File: src/rtl/ascii_line_sender.sv
// ascii_line_sender: serializes one "<cmd> <hex4> <bin16>[CRLF]" text line per start into a valid/ready byte stream
module ascii_line_sender #(
   parameter logic [7:0] SEP_CHAR  = 8'h20,
   parameter bit         SEND_CRLF = 1'b1
) (
   input  logic         clk,
   input  logic         rst_n,
   input  logic         start,
   input  logic [7:0]   char_command,
   input  logic [31:0]  ascii_hex,
   input  logic [127:0] ascii_bin,
   output logic [7:0]   tx_data,
   output logic         tx_valid,
   input  logic         tx_ready,
   output logic         busy,
   output logic         done
);
   typedef enum logic [1:0] {IDLE, SEND, DONE} state_t;
   localparam logic [4:0] LAST = SEND_CRLF ? 5'd24 : 5'd22;
   state_t       state, state_n;
   logic [4:0]   idx, idx_n;
   logic [167:0] shadow, shadow_n;
   logic [7:0]   data_n;
   logic [7:0]   seq [25];
   assign tx_valid = state == SEND;
   assign busy     = state != IDLE;
   assign done     = state == DONE;
   // state, index, captured line and the registered output byte
   always_ff @(posedge clk or negedge rst_n) begin
      if (!rst_n) begin
         state   <= IDLE;
         idx     <= '0;
         shadow  <= '0;
         tx_data <= '0;
      end else begin
         state   <= state_n;
         idx     <= idx_n;
         shadow  <= shadow_n;
         tx_data <= data_n;
      end
   end
   // next state: capture on start in IDLE, advance on each accepted byte, one DONE cycle
   always_comb begin
      state_n  = state;
      idx_n    = idx;
      shadow_n = shadow;
      if (state == IDLE && start) begin
         shadow_n = {char_command, ascii_hex, ascii_bin};
         idx_n    = '0;
         state_n  = SEND;
      end else if (state == SEND && tx_ready) begin
         state_n = (idx == LAST) ? DONE : SEND;
         idx_n   = (idx == LAST) ? idx : idx + 5'd1;
      end else if (state == DONE) begin
         state_n = IDLE;
      end
   end
   // byte layout of the line, built from the next shadow value so byte 0 is ready right after capture
   always_comb begin
      seq[0]  = shadow_n[167:160];
      seq[1]  = SEP_CHAR;
      seq[6]  = SEP_CHAR;
      seq[23] = 8'h0D;
      seq[24] = 8'h0A;
      for (int i = 0; i < 4; i++) seq[2+i] = shadow_n[159-8*i -: 8];
      for (int i = 0; i < 16; i++) seq[7+i] = shadow_n[127-8*i -: 8];
      data_n = (state_n == SEND) ? seq[idx_n] : tx_data;
   end
endmodule

File: config.mk
export PLATFORM = sky130hd
export DESIGN_NAME = ascii_line_sender
export DESIGN_NICKNAME = d
export VERILOG_FILES = /design/src/rtl/ascii_line_sender.sv
export SDC_FILE = /design/constraint.sdc
export NUM_CORES = 1
export LEC_CHECK = 0
export BUFFER_PORTS_ARGS = -buffer_cell sky130_fd_sc_hd__buf_2
export CELL_PAD_IN_SITES_DETAIL_PLACEMENT = 0
export CELL_PAD_IN_SITES_GLOBAL_PLACEMENT = 1
export CORE_MARGIN = 2
export CORE_UTILIZATION = 25
export DETAILED_ROUTE_END_ITERATION = 10
export HOLD_SLACK_MARGIN = 0.06
export PLACE_DENSITY = 0.64
export SETUP_SLACK_MARGIN = 0.2
export SLEW_MARGIN = 20
export SYNTH_ARGS = -nofsm -noshare
export SYNTH_HDL_FRONTEND = slang
export SYNTH_SLANG_ARGS = --single-unit
File: constraint.sdc
create_clock -name clk -period 6.3 [get_ports clk]
set_input_delay 1.26 -clock clk [delete_from_list [all_inputs] [get_ports clk]]
set_output_delay 1.26 -clock clk [all_outputs]
set_load 0.02 [all_outputs]
Yosys cells after proc, flatten, opt, wreduce, memory -nomap -nowiden. Cells that the tools add are included.

Bitwise logic cells: 1. Magnitude comparators: 1. Equal/unequal tests: 4. Mux-type cells: 11. Multipliers: 0. $add $sub $neg: 1. Shifts and indexed selects: 0. Divide/modulo/power cells: 0. Reductions and logical operators: 4.

Operator list (number): 168-bit 2-to-1 mux (1); 8-bit binary-select mux with 5-bit select (1); 8-bit 2-to-1 mux (2); 5-bit 2-to-1 mux (3); 2-bit 2-to-1 mux (4); 6-bit greater-or-equal comparator, second input constant (1); 5-bit NOT with 6-bit output (1); 5-bit by 1-bit adder with 5-bit output, second input constant (1); 5-bit == test, second input constant (1); 2-bit by 1-bit == test with 1-bit output, second input constant (2); 2-bit == test, second input constant (1); 1-bit logical AND (2); 2-bit logical NOT (1); 2-bit nonzero test (1).

ROM bits: 0. Latch bits: 0. Logic and storage cells: 26. Bits in registers: 183. Bits of input ports: 172. Bits in writable memories: 0. Memories: 0. Output and inout port bits: 11.

Longest topological paths before layout.
Word-level depth: 8. Depth in mapped cells: 13. Mapped depth without buffers: 10.

Worst setup path before layout. OpenSTA, ideal clock, no wires.

Path type: input-to-reg. Start: input start. End: register tx_data[3]. Setup time: 0.123 ns. Cell stages on the path: 8. Path buffers: 1. Arrival time: 3.034 ns. Required time: 6.177 ns. Slack: 3.143 ns. Cell sequence: or3b_1 -> buf_4 -> mux2_4 -> or3_1 -> o211ai_1 -> a31oi_1 -> a2111o_1 -> o221a_2.

Elaborated cells between the ends (all ways): 9. Those cells by class: 1 x eq/ne; 6 x mux; 1 x bitwise; 1 x reduce/logical.

RTL lines: from (decl) (line 8) `input logic start,`; 1-bit logical AND (line 47) `if (state == IDLE && start) begin`; 168-bit 2-to-1 mux (line 47); net shadow_n[139] (line 22) `logic [167:0] shadow, shadow_n;`; 8-bit binary-select mux with 5-bit select (line 67) `data_n = (state_n == SEND) ? seq[idx_n] : tx_data;`; 8-bit 2-to-1 mux (implied by the code) (2 in series) (line 67); to (signal assigned) (line 39) `tx_data <= data_n;`; to (decl) (line 12) `output logic [7:0] tx_data,`.

The timed path passes the listed nets, and every way through them passes these cells. The select of a mux whose other input is x is not followed. A chain may end at the register's enable or synchronous reset.

Worst setup path in the final report.
Start: input tx_ready. End: register tx_data[5].

Word-level cells in the longest chain between the ends: 7. Elaborated cells between the ends (all ways): 10. Those cells by class: 1 x eq/ne; 7 x mux; 1 x bitwise; 1 x reduce/logical.

Ends and longest elaborated chain: from (decl) (line 14) `input logic tx_ready,`; 1-bit logical AND * (line 51) `end else if (state == SEND && tx_ready) begin`; 5-bit 2-to-1 mux (line 51); 5-bit 2-to-1 mux (line 47); 5-bit NOT with 6-bit output (implied by the code) (line 67); 8-bit binary-select mux with 5-bit select (line 67); 8-bit 2-to-1 mux (implied by the code) (2 in series) (line 67).

Mark *: on every way between the ends. The rest lies on a longest branch, timed or not. The select of a mux whose other input is x is not followed.

==> results.py <==
metrics = {
    "outcome": {
        "status": "finished, final reports clean",
    },
    "critical_path": {
        "cp-end-kind": "register",
        "critPathKind": "input port to register",
        "critPathBufInv": 3,
        "critical-path-max-stage-delay_ns": 0.68,
        "crit_slowest_cell": "inv_4",
        "arrival_ns": 4.06,
        "cp_top_family": "buffers and inverters",
        "startpoint_type": "input port",
        "crit_path_cell_trace": "buf_2 -> nand3b_1 -> nor3_2 -> buf_4 -> nor2_4 -> inv_4 -> mux2_1 -> o2bb2ai_1 -> nor4_1 -> o211ai_1",
        "worst-path-max-fanout": 63,
        "crit_required_ns": 6.59,
    },
    "clock_tree": {
        "clkSinkCount": 183,
        "clockBufferDepth": 2,
        "cts.repair.resized": 0,
        "cts_buffers": 17,
        "path_clk_slew_ns": 0.07,
        "root_buffer": "clkbuf_16",
        "clock_latency_ns": 0.44,
        "hold_buffers": 0,
        "cts_setup_buffers": 0,
        "cts_max_level": 4,
        "cts_tree": "yes",
    },
    "timing": {
        "finalCriticalPeriod_ns": 3.77,
        "fin_hold_ws_ns": 0.471,
        "finalHoldViolations": 0,
        "finalSetupTns_ns": 0,
        "rsz0062_at_grt": "no",
        "fin_skew_ns": 0.0170,
        "relSlewSlack_pct": 29.6,
        "max_freq_mhz": 265,
        "worst_pin_slew_ns": 1.06,
        "finalMaxSlewViolations": 0,
        "fin_crit_sh_pct": 59.9,
        "finalSetupViolations": 0,
    },
    "power_and_ir_drop": {
        "switchingPower_w": 0.00181,
        "pwr-share-seq_pct": 38.8,
        "combPwrFrac_pct": 37.7,
        "p_int_w": 0.00282,
        "power_density_mw_per_mm2": 437,
        "p_leak_nw": 5.40,
        "swShare_pct": 39.1,
        "ir_drop_uv": 192,
        "power_frac_clock_pct": 23.5,
    },
    "grt": {
        "overflow": 0,
        "grt_start_max_net_pins": 96,
        "grt_pass1_wl_mm": 46.0,
        "antenna_found_initial": 0,
        "grt_pass1_vias": 7482,
        "grt_usage_pct": 16.8,
    },
    "detailed_routing": {
        "vias_per_cell": 4.57,
        "wl_per_cell_um": 18.7,
        "vias": 7374,
        "firstDrtPassIters": 5,
        "detail_route.drc_violations": 0,
        "routed_wl_mm": 30.2,
        "drtIter0Drc": 491,
        "antenna_left": 0,
    },
    "yosys": {
        "synthDominantCellAreaShare_pct": 52.5,
        "ys.flop_type": "dfrtp_1",
        "synth_area_leaders": "dfrtp_1 (53%), nand2_1 (20%), mux2i_1 (4.0%)",
        "ys_types": 63,
        "syn_area_mm2": 0.00872,
        "ys_seq_elements": 183,
        "synth_edf_count": 0,
        "ys_seq_area_share_pct": 52.5,
        "ys_async_sr_fraction_pct": 100,
        "syn-num-nets": 1176,
        "yosysWarnings": 0,
        "yosysMostFrequentCell": "nand2_1",
        "synth_top_area_cell": "dfrtp_1",
        "synth_common_cells": "nand2_1 (472), dfrtp_1 (183), buf_2 (37)",
        "synth_cells": 1002,
        "syn-mean-instance-area_um2": 8.70,
    },
    "die": {
        "core_region_area_mm2": 0.0345,
        "rows": 68,
        "die_area_mm2": 0.0364,
        "fp.dieW_um": 191,
        "initial_core_util_pct": 25.3,
        "ioPinCount": 183,
        "die_h_um": 191,
    },
    "finish": {
        "nets": 1321,
        "drive_above_1_share_pct": 21.8,
        "antenna_cells": 0,
        "fillers": 3684,
        "syn_to_final_growth_pct": 21.6,
    },
    "run": {
        "cap_violations": 0,
    },
    "place": {
        "hpwl_mm": 21.5,
        "place.gp.congestion": 0.796,
        "portBuffers": 182,
    },
    "worst_hold_path": {
        "hold_class": "register to register",
    },
}
## stage by stage
step	utilization, %	instances	instance area, um2	setup WS [ns]	total power (W)
2_1_floorplan	-	1002	8720	3.14	0.00296
3_3_place_gp	29.1	1583	10000	2.09	0.00354
3_5_place_dp	29.1	1583	10000	2.11	0.00356
4_1_cts	30.8	1615	10600	2.56	0.00466
5_1_grt	30.8	1615	10600	2.28	0.00494
6_report	30.8	1615	10600	2.53	0.00463
## path summary, 6_finish.rpt
path                                      startpoint                      to  slack, ns  cells past startpoint
worst max-delay path                        tx_ready  tx_data[5]$_DFFE_PN0N_       2.53                     10
worst min-delay path            shadow[56]$_DFF_PN0_    shadow[56]$_DFF_PN0_       0.47                      2
worst max register to register      idx[0]$_DFF_PN0_  tx_data[5]$_DFFE_PN0N_       2.63                     11
worst min register to register  shadow[56]$_DFF_PN0_    shadow[56]$_DFF_PN0_       0.47                      2
max in group asynchronous                      rst_n    shadow[70]$_DFF_PN0_       4.27                      2
min in group asynchronous                      rst_n      state[1]$_DFF_PN0_       0.83                      1
## cell families after synthesis
family / count (synthesis) / synth area share, %
AO/OA/AOI/OAI: 116 / 9.86
multiplexers: 53 / 6.47
AND/OR/NAND/NOR: 573 / 26.7
XOR/XNOR: 2 / 0.287
buffers and inverters: 73 / 3.87
adder cells (fa/ha/maj): 2 / 0.287
flip-flops: 183 / 52.5
## cell usage in the layout (no fill, tap or decap), types with 3 or more instances in the layout
cell / count
a211oi_1: 4
inv_8: 4
nor3_1: 5
a21o_1: 5
mux2i_1: 35
clkbuf_16: 17
nand3_1: 18
buf_2: 181
o21ai_0: 8
inv_1: 3
o211ai_1: 35
or3_1: 26
nand2_1: 472
mux2_2: 7
or2_2: 4
o211a_1: 3
a31oi_1: 13
buf_4: 11
dfrtp_1: 183
mux2_1: 8
a21oi_1: 15
nor4_1: 4
mux2_4: 3
nor2_1: 25
clkinv_4: 4
a211o_1: 3
## final cells by class
type	instances	area [um2]	area share (%)
Clock buffer	17	425	4.01
Multi-Input combinational cell	746	3840	36.2
Inverter	6	25.0	0.236
Tap cell	455	569	5.37
Timing Repair Buffer	193	1000	9.45
Clock inverter	15	164	1.55
Sequential cell	183	4580	43.2
## state kept, by name, summed over array words and instances (netlist names)
name	cells
shadow	168
state	2
tx_data	8
idx	5
## power by group through the flow
stage	Clock, W	Combinational, W	Sequential (W)
floorplan	0	0.00117	0.00180
global placement	0	0.00174	0.00181
detailed placement	0	0.00174	0.00182
CTS	0.00111	0.00175	0.00180
global route	0.00116	0.00194	0.00184
finish	0.00109	0.00175	0.00180
## routing by layer
metal	up-vias	part of all wire, %	global-route usage [%]
li1	3609	-	-
met1	3542	48	24.4
met5	-	0	0
met3	27	4.9	3.05
met4	0	1.3	3.85
met2	196	46	26.0
## worst min-delay path, cell delays in order (launching register included)
cell and delay (ns):
dfrtp_1 0.32, nand2_1 0.04, nand2_1 0.07
No activity file was read; power rests on OpenSTA's default activity.
